$ cat config.mk
export PLATFORM = sky130hd
export DESIGN_NAME = apb_req_arbiter
export DESIGN_NICKNAME = d
export VERILOG_FILES = /design/src/rtl/apb_req_arbiter.sv
export SDC_FILE = /design/constraint.sdc
export NUM_CORES = 1
export LEC_CHECK = 0
export CORE_UTILIZATION = 35
export CTS_CLUSTER_SIZE = 12
export DETAILED_ROUTE_END_ITERATION = 12
export GPL_TIMING_DRIVEN = 0
export PLACE_DENSITY = 0.74
export SYNTH_ARGS = -nofsm -noshare
export SYNTH_HDL_FRONTEND = slang
export SYNTH_SLANG_ARGS = --single-unit
export TNS_END_PERCENT = 10
$ cat constraint.sdc
create_clock -name clk -period 2.7 [get_ports clk]
set_clock_uncertainty 0.05 [all_clocks]
set_input_delay 0.675 -clock clk [delete_from_list [all_inputs] [get_ports clk]]
set_output_delay 0.675 -clock clk [all_outputs]
set_load 0.02 [all_outputs]
$ cat src/rtl/apb_req_arbiter.sv
// rtl/apb_req_arbiter.sv - two-requester round-robin sequencer for the APB master bus port
module apb_req_arbiter #(
  parameter int TIMEOUT = 64
) (
  input  logic       clk,
  input  logic       reset,
  input  logic [1:0] rq_req,
  input  logic [1:0] rq_write,
  input  logic [1:0] rq_sel0,
  input  logic [1:0] rq_sel1,
  input  logic [7:0] rq_addr0,
  input  logic [7:0] rq_addr1,
  input  logic [7:0] rq_wdata0,
  input  logic [7:0] rq_wdata1,
  output logic [1:0] rq_done,
  output logic       rq_error,
  output logic [7:0] rq_rdata,
  output logic       busy,
  output logic       m_start,
  output logic       m_write,
  output logic [1:0] m_sel,
  output logic [7:0] m_addr,
  output logic [7:0] m_wdata,
  input  logic       m_ready,
  input  logic       m_error,
  input  logic [7:0] m_rdata
);

  typedef enum logic [1:0] {
    S_IDLE    = 2'd0,
    S_ISSUE   = 2'd1,
    S_WAIT    = 2'd2,
    S_RELEASE = 2'd3
  } state_t;

  // Last counter value at which a missing m_ready still counts as a wait cycle
  localparam logic [7:0] LP_WAIT_LAST = 8'(TIMEOUT - 1);

  state_t     r_state;
  logic       r_last_grant;
  logic       r_grant;
  logic [7:0] r_cnt;
  logic [1:0] r_rq_done;
  logic       r_rq_error;
  logic [7:0] r_rq_rdata;
  logic       r_busy;
  logic       r_m_start;
  logic       r_m_write;
  logic [1:0] r_m_sel;
  logic [7:0] r_m_addr;
  logic [7:0] r_m_wdata;

  logic       w_any_req;
  logic       w_win;
  logic       w_win_write;
  logic [1:0] w_win_sel;
  logic [7:0] w_win_addr;
  logic [7:0] w_win_wdata;
  logic       w_sel_ok;

  // Round-robin winner of the current requests and its transfer fields
  always_comb begin
    w_any_req   = |rq_req;
    w_win       = (rq_req == 2'b11) ? ~r_last_grant : rq_req[1];
    w_win_write = w_win ? rq_write[1] : rq_write[0];
    w_win_sel   = w_win ? rq_sel1     : rq_sel0;
    w_win_addr  = w_win ? rq_addr1    : rq_addr0;
    w_win_wdata = w_win ? rq_wdata1   : rq_wdata0;
    w_sel_ok    = (w_win_sel == 2'd1) || (w_win_sel == 2'd2);
  end

  // Sequencer: every output is registered on the edge that enters its state,
  // and the m_* registers double as the latch of the granted request
  always_ff @(posedge clk) begin
    if (reset) begin
      r_state      <= S_IDLE;
      r_last_grant <= 1'b1;
      r_grant      <= 1'b0;
      r_cnt        <= 8'd0;
      r_rq_done    <= 2'b00;
      r_rq_error   <= 1'b0;
      r_rq_rdata   <= 8'd0;
      r_busy       <= 1'b0;
      r_m_start    <= 1'b0;
      r_m_write    <= 1'b0;
      r_m_sel      <= 2'd0;
      r_m_addr     <= 8'd0;
      r_m_wdata    <= 8'd0;
    end else begin
      case (r_state)
        S_IDLE: begin
          if (w_any_req) begin
            r_grant      <= w_win;
            r_last_grant <= w_win;
            r_busy       <= 1'b1;
            if (w_sel_ok) begin
              r_m_start <= 1'b1;
              r_m_write <= w_win_write;
              r_m_sel   <= w_win_sel;
              r_m_addr  <= w_win_addr;
              r_m_wdata <= w_win_wdata;
              r_state   <= S_ISSUE;
            end else begin
              // Unroutable select: answer at once without touching the bus
              r_rq_done  <= {w_win, ~w_win};
              r_rq_error <= 1'b1;
              r_rq_rdata <= 8'd0;
              r_state    <= S_RELEASE;
            end
          end
        end
        S_ISSUE: begin
          r_m_start <= 1'b0;
          r_cnt     <= 8'd0;
          r_state   <= S_WAIT;
        end
        S_WAIT: begin
          if (m_ready) begin
            r_rq_done  <= {r_grant, ~r_grant};
            r_rq_error <= m_error;
            r_rq_rdata <= r_m_write ? 8'd0 : m_rdata;
            r_m_sel    <= 2'd0;
            r_state    <= S_RELEASE;
          end else if (r_cnt == LP_WAIT_LAST) begin
            r_rq_done  <= {r_grant, ~r_grant};
            r_rq_error <= 1'b1;
            r_rq_rdata <= 8'd0;
            r_m_sel    <= 2'd0;
            r_state    <= S_RELEASE;
          end else begin
            r_cnt <= r_cnt + 8'd1;
          end
        end
        S_RELEASE: begin
          r_rq_done  <= 2'b00;
          r_rq_error <= 1'b0;
          r_rq_rdata <= 8'd0;
          r_busy     <= 1'b0;
          r_state    <= S_IDLE;
        end
        default: r_state <= S_IDLE;
      endcase
    end
  end

  assign rq_done  = r_rq_done;
  assign rq_error = r_rq_error;
  assign rq_rdata = r_rq_rdata;
  assign busy     = r_busy;
  assign m_start  = r_m_start;
  assign m_write  = r_m_write;
  assign m_sel    = r_m_sel;
  assign m_addr   = r_m_addr;
  assign m_wdata  = r_m_wdata;

endmodule

==> results.md, run 1 <==
- Worst min-delay path category: register to register
- Clk buf depth: 2
- Synth top area share: between 30% and 40%
- Largest family of logic cells by synthesized area: compound AO/OA/AOI/OAI gates
- Most used cell, CP: buf_4
- Largest net degree at the start of global routing: 14
- Initial Util: 37.3%
- Final cell count without fillers: approximately 400
- Site row count: 28
- Place WS: -0.173 ns
- Final hold violation count: 0
- Post-synthesis mux area share: approximately 17%
- Sequential area share after synthesis: just under 40%
- CP peak stage delay: 0.54 ns
- ANT cells: 0
- Fmax: 388 MHz
- Clock root cell: clkbuf_8
- Outcome: finished clean
- Simple-gate share of the synthesized area: 14.9%
- Buffers on Ports: 83
- Top FF cell, synth: dfxtp_1
- Mapped cell area: between 2000 and 2500 µm²
- Congestion Overflow GR: 0
- ANT nets after route: 0
- Setup crit end kind: register
- Total Routing Usage GR: 18.0%
- Worst slew pin tran: between 0.7 and 0.8 ns
- Setup CP Type: primary input to register
- Die Width: between 80 and 90 µm
- I/O pin cnt: 84
- Grt met1 use: around a fifth
- DR vias/cell: 5.13
- Setup crit start kind: primary input
- Via count: 2071
- Die area: 6780 µm²
- Core Footprint: 6060 µm²
- Routed wire length: 5640 µm
- Power Density: 817 nW/µm²
- Area contributors post-synth: dfxtp_1 (39%), mux2i_1 (16%), a211oi_2 (5.5%)
- Worst skew pair latency: ~0.30 ns
- Max rail drop VDD: about 0.44 mV
- FFs w/ async S/R, synth: 0%
- CP Cell Sequence: clkdlybuf4s50_1, a21boi_2, buf_4, mux2i_1, buf_4, and2_1, buf_2, buf_6, a211oi_2
- Initial antenna violation count: 0
- Min cycle time layout: 2.57 ns
- Worst-path fanout max: 19
- Top Usage Layer GRT: met2
- RSZ-0062 raised after global routing: false
- Final GP Congestion: approximately 0.8
- Max-slew violations: 0
- # H-tree levels: 2
- Filler cell count in the final layout: a little under 600
- WHS: 0.413 ns
- DR pass1 iterations: 4
- Syn Nets: 296
- Xor and xnor area share after synthesis: 0.775%
- Post-synth cell types: 42
- Number of synthesized flops with an enable pin: 0
- Share of cells above drive strength 1: 8.51%
- Post-synthesis compound-gate area fraction: about a fifth
- Slew margin rel.: 52.3%
- Final worst-path cycle share: 95.4%
- Yosys reg bits: 44
- Most frequent cells in the layout: clkdlybuf4s50_1 (83), dfxtp_1 (44), mux2i_1 (35)
- Clock Sinks: 44
- Synth Instances: 239
- Synthesized area per cell: 9.45 µm²
- Sum of negative setup slack: 0 ns
- Wire length per cell: 14.0 µm
- Placed Instances: 397
- 1st-iter DRT viols: 61
- Dpl hpwl: ~4200 µm
- CTS buffer count: 5
- Leading cell type in the layout, fill and taps excluded: clkdlybuf4s50_1
- Synth area leader: dfxtp_1
- Drc violations: 0
- Final worst slack: between 0.1 and 0.15 ns
- Synth Area in Adders: 2.77%
- Final Setup Violations: 0
- CTS tree: built
- Global routing usage on met2: between 30% and 40%
- Area Overhead vs Synth: 44.9%
- Vias in the first global route: 2053
- Post_cts resized: 0
- Critical-path top delay cell: clkdlybuf4s50_1
- Leak: 1.24 nW
- Total of max-cap violations: 0
- Met3 Resource Use GR: 5.27%
- Final #Nets: between 300 and 400
- Global-route wire length before repair: about 9200 µm
- Yosys warns: 0
- Clk pin slew, worst setup/hold paths: 0.09 ns
- Die height: 82.4 µm
- Worst EP required: between 2 and 3 ns
- Worst Path Arrival: between 2 and 3 ns
-- worst max-delay path, delay by kind of cell --
kind / cells / cell delay (ns)
mux: 1 / 0.26
simple gates: 1 / 0.14
buf+inv: 5 / 1.35
compound gates: 2 / 0.25
-- power by group --
group,total (mW),leakage (nW),internal (mW),switching (mW)
clock,0.439,0.0510,0.205,0.234
combinational,1.35,0.828,0.635,0.712
sequential,0.889,0.360,0.799,0.0903
-- timing repair --
action	in CTS	in global routing
setup endpoints to repair	0	1
setup buffers	0	0
hold buffers	0	0
-- cells by family after synthesis --
group,count (synthesis)
AND/OR/NAND/NOR,66
buffers and inverters,22
adder cells (fa/ha/maj),5
multiplexers,38
XOR/XNOR,2
AO/OA/AOI/OAI,62
flip-flops,44
-- Yosys cell counts (2+ instances only) --
cell	n
nor2b_1	5
nand3_1	3
buf_4	2
ha_1	5
nor3_1	4
buf_1	3
xnor2_1	2
a311oi_1	2
nor2_1	6
mux2i_1	35
clkbuf_1	9
o2111ai_1	3
a211oi_2	10
dfxtp_1	44
and4_1	2
a21oi_1	23
inv_1	3
or3_1	4
nand2_1	29
o21ai_0	5
and3_1	2
buf_2	2
mux2_1	3
a211oi_1	9
nand2b_1	5
buf_6	2
a2111o_1	2
-- metrics by stage --
| step | utilization [%] | power, mW | cell area [µm²] |
|---|---|---|---|
| 3_5_place_dp | 52.5 | 2.25 | 3180 |
| 6_report | 54.0 | 2.68 | 3270 |
| 5_1_grt | 54.0 | 2.86 | 3270 |
| 2_1_floorplan | - | 1.77 | 2260 |
| 3_3_place_gp | 52.5 | 2.23 | 3180 |
| 4_1_cts | 54.1 | 2.70 | 3280 |
-- sequential cells by signal, summed over array words and instances, names as in the netlist --
register and count:
r_last_grant 1, m_sel 2, r_cnt 8, m_start 1
busy 1, rq_done 2, m_wdata 8, r_grant 1
r_state 2, m_write 1, rq_error 1, m_addr 8
rq_rdata 8
-- worst paths after layout --
| check | depth (start not counted) | from | endpoint | slack, ns |
|---|---|---|---|---|
| max reg2reg | 6 | r_state[0]$_SDFFE_PP0P_ | m_sel[0]$_SDFFE_PP0P_ | 0.67 |
| max | 9 | rq_req[1] | m_wdata[6]$_SDFFE_PP0P_ | 0.13 |
| min | 2 | rq_error$_SDFFE_PP0P_ | rq_error$_SDFFE_PP0P_ | 0.41 |
| min reg2reg | 2 | rq_error$_SDFFE_PP0P_ | rq_error$_SDFFE_PP0P_ | 0.41 |
-- metal layers --
metal	vias up	share of wire [%]	routed length, µm
met2	62	48	2700
met1	962	45	2550
met5	-	0	0
met4	0	0.62	35
li1	1043	-	-
met3	4	6.4	360
-- final cells by class --
type | count | area, µm² | share of cell area (%)
buffer | 17 | 88.8 | 2.71
sequential | 44 | 881 | 26.9
clock inverter | 2 | 10.0 | 0.306
tap | 75 | 93.8 | 2.87
clock buffer | 6 | 82.6 | 2.52
inverter | 4 | 15.0 | 0.459
multi-input combinational | 173 | 1270 | 38.8
timing repair buffer | 83 | 831 | 25.4
(Power assumes the default switching activity.)
==> inputs of run 2 (changes only) <==
- CORE_UTILIZATION: 35 -> 44
- PLACE_DENSITY: 0.74 -> 0.8
==> run 2 against run 1 <==
  * Hold slack improved by 0.0033 ns
  * Die area fell by 20%
  * Utilization rose by 14 points
  * Sequential share of layout area fell by 0.082 points
  * Largest power group unchanged
==> results.md, run 2 (synthesized netlist as in run 1, its figures left out) <==
- Most frequent cells in the layout: clkdlybuf4s50_1 (83), dfxtp_1 (44), mux2i_1 (35) (unchanged)
- Final GP Congestion: 0.761 (was 0.790)
- Critical-path top delay cell: clkdlybuf4s50_1 (unchanged)
- Total Routing Usage GR: 21.0% (was 18.0%)
- Routed wire length: 5310 µm (was 5640 µm)
- Placed Instance Area: 3170 µm² (was 3180 µm²)
- DR pass1 iterations: 4 (unchanged)
- Power Density: 832 nW/µm² (was 817 nW/µm²)
- Filler cell count in the final layout: 426 (was 585)
- Die height: 73.7 µm (was 82.4 µm)
- Final Setup Violations: 0 (unchanged)
- Clock Sinks: 44 (unchanged)
- Initial Util: 46.9% (was 37.3%)
- Congestion Overflow GR: 0 (unchanged)
- # H-tree levels: 2 (unchanged)
- Worst EP required: 2.80 ns (was 2.81 ns)
- Via count: 2089 (was 2071)
- Total of max-cap violations: 0 (unchanged)
- Wire length per cell: 13.4 µm (was 14.0 µm)
- Worst min-delay path category: register to register (unchanged)
- Vias in the first global route: 2022 (was 2053)
- 1st-iter DRT viols: 64 (was 61)
- Leak: 1.25 nW (was 1.24 nW)
- Leading cell type in the layout, fill and taps excluded: clkdlybuf4s50_1 (unchanged)
- Final #Nets: 386 (was 385)
- Setup CP Type: primary input to register (unchanged)
- Area Overhead vs Synth: 45.3% (was 44.9%)
- Die area: 5430 µm² (was 6780 µm²)
- Slew margin rel.: 55.1% (was 52.3%)
- ANT cells: 0 (unchanged)
- Fmax: 384 MHz (was 388 MHz)
- CTS buffer count: 5 (unchanged)
- Core Footprint: 4820 µm² (was 6060 µm²)
- Most used cell, CP: buf_4 (unchanged)
- Die Width: 73.7 µm (was 82.4 µm)
- Clk buf depth: 2 (unchanged)
- Critical path's top delay family: buffers and inverters (unchanged)
- Site row count: 25 (was 28)
- Min cycle time layout: 2.60 ns (was 2.57 ns)
- Post-Layout Inst Area: 3280 µm² (was 3270 µm²)
- DR vias/cell: 5.26 (was 5.13)
- RSZ-0062 raised after global routing: false (unchanged)
- # hold bufs at CTS: 0 (unchanged)
- Worst-path fanout max: 10 (was 19)
- Buffers plus inverters on the worst setup path: 5 (unchanged)
- Clock root cell: clkbuf_8 (unchanged)
- Initial antenna violation count: 0 (unchanged)
- Drc violations: 0 (unchanged)
- CP Cell Sequence: clkdlybuf4s50_1, a21boi_2, buf_4, mux2i_1, buf_4, and2_1, buf_2, buf_6, a211oi_2 (unchanged)
- CTS tree: built (unchanged)
- Global-route wire length before repair: 8790 µm (was 9250 µm)
- Worst skew pair latency: 0.30 ns (about the same)
- Worst Path Arrival: 2.71 ns (was 2.68 ns)
- Dpl hpwl: 3920 µm (was 4190 µm)
- Outcome: finished clean (unchanged)
- Share of cells above drive strength 1: 8.48% (was 8.51%)
- Max-slew violations: 0 (unchanged)
- CP peak stage delay: 0.54 ns (about the same)
- Setup crit end kind: register (unchanged)
- Clk pin slew, worst setup/hold paths: 0.09 ns (about the same)
- Buffers on Ports: 83 (unchanged)
- Power, Total: 2.73 mW (was 2.68 mW)
- Max rail drop VDD: 0.530 mV (was 0.443 mV)
- Setup crit start kind: primary input (unchanged)
- Final worst-path cycle share: 96.5% (was 95.4%)
- Largest net degree at the start of global routing: 14 (unchanged)
- ANT nets after route: 0 (unchanged)
- Final hold violation count: 0 (unchanged)
- Worst slew pin tran: 0.674 ns (was 0.716 ns)
- I/O pin cnt: 84 (unchanged)
[run 2: cell count changes in the layout (fill, tap and decap cells not counted)]
cell | before | now
bufinv_16 | 0 | 1
clkbuf_1 | 8 | 9
clkbuf_2 | 0 | 1
clkbuf_8 | 6 | 5
clkinv_2 | 2 | 1
[run 2: cell type report]
cell class | count | area, µm² | share of cell area (%)
Multi-Input combinational cell | 173 | 1270 | 38.7
Sequential cell | 44 | 881 | 26.8
Timing Repair Buffer | 83 | 831 | 25.3
Buffer | 18 | 93.8 | 2.86
Tap cell | 67 | 83.8 | 2.55
Clock buffer | 6 | 72.6 | 2.21
Clock inverter | 2 | 35.0 | 1.07
Inverter | 4 | 15.0 | 0.457
[run 2: what timing repair did]
item,CTS,global route
setup endpoints to repair,0,10
resized for setup,0,2
setup buffers,0,0
[run 2: worst min-delay path: stages (launching register included)]
cell	delay [ns]
dfxtp_1	0.32
nand2_1	0.05
mux2i_1	0.06
[run 2: layer usage]
| layer | share of wire, % | GRT usage, % | vias to the layer above |
|---|---|---|---|
| li1 | - | - | 1045 |
| met1 | 44 | 24.8 | 965 |
| met2 | 46 | 34.5 | 72 |
| met3 | 9.1 | 9.19 | 7 |
| met4 | 1.4 | 6.41 | 0 |
| met5 | 0 | 0 | - |
[run 2: metrics by stage]
| step | setup TNS, ns | hold slack, ns | cells | setup slack, ns | util [%] |
|---|---|---|---|---|---|
| floorplan | 0 | 0.408 | 239 | 0.592 | - |
| global placement | -1.77 | 0.394 | 389 | -0.167 | 65.9 |
| detailed placement | -2.31 | 0.404 | 389 | -0.221 | 65.9 |
| CTS | 0 | 0.418 | 397 | 0.0408 | 68.1 |
| global route | 0 | 0.445 | 397 | 0.0328 | 68.2 |
| finish | 0 | 0.416 | 397 | 0.0953 | 68.2 |
[run 2: power by group]
group          internal (mW)  leakage, nW  switching (mW)  total (mW)
Combinational          0.637        0.832           0.706        1.34
Clock                  0.275       0.0552           0.224       0.499
Sequential             0.799        0.360          0.0890       0.888
Total                   1.71         1.25            1.02        2.73
[run 2: path summary, 6_finish.rpt]
check                           start                       end  slack, ns  cells after the start
min reg2reg  rq_rdata[1]$_SDFFE_PP0P_  rq_rdata[1]$_SDFFE_PP0P_       0.42                      2
max reg2reg   r_state[0]$_SDFFE_PP0P_     m_sel[0]$_SDFFE_PP0P_       0.66                      6
min          rq_rdata[1]$_SDFFE_PP0P_  rq_rdata[1]$_SDFFE_PP0P_       0.42                      2
max                         rq_req[1]    m_addr[5]$_SDFFE_PP0P_        0.1                      9
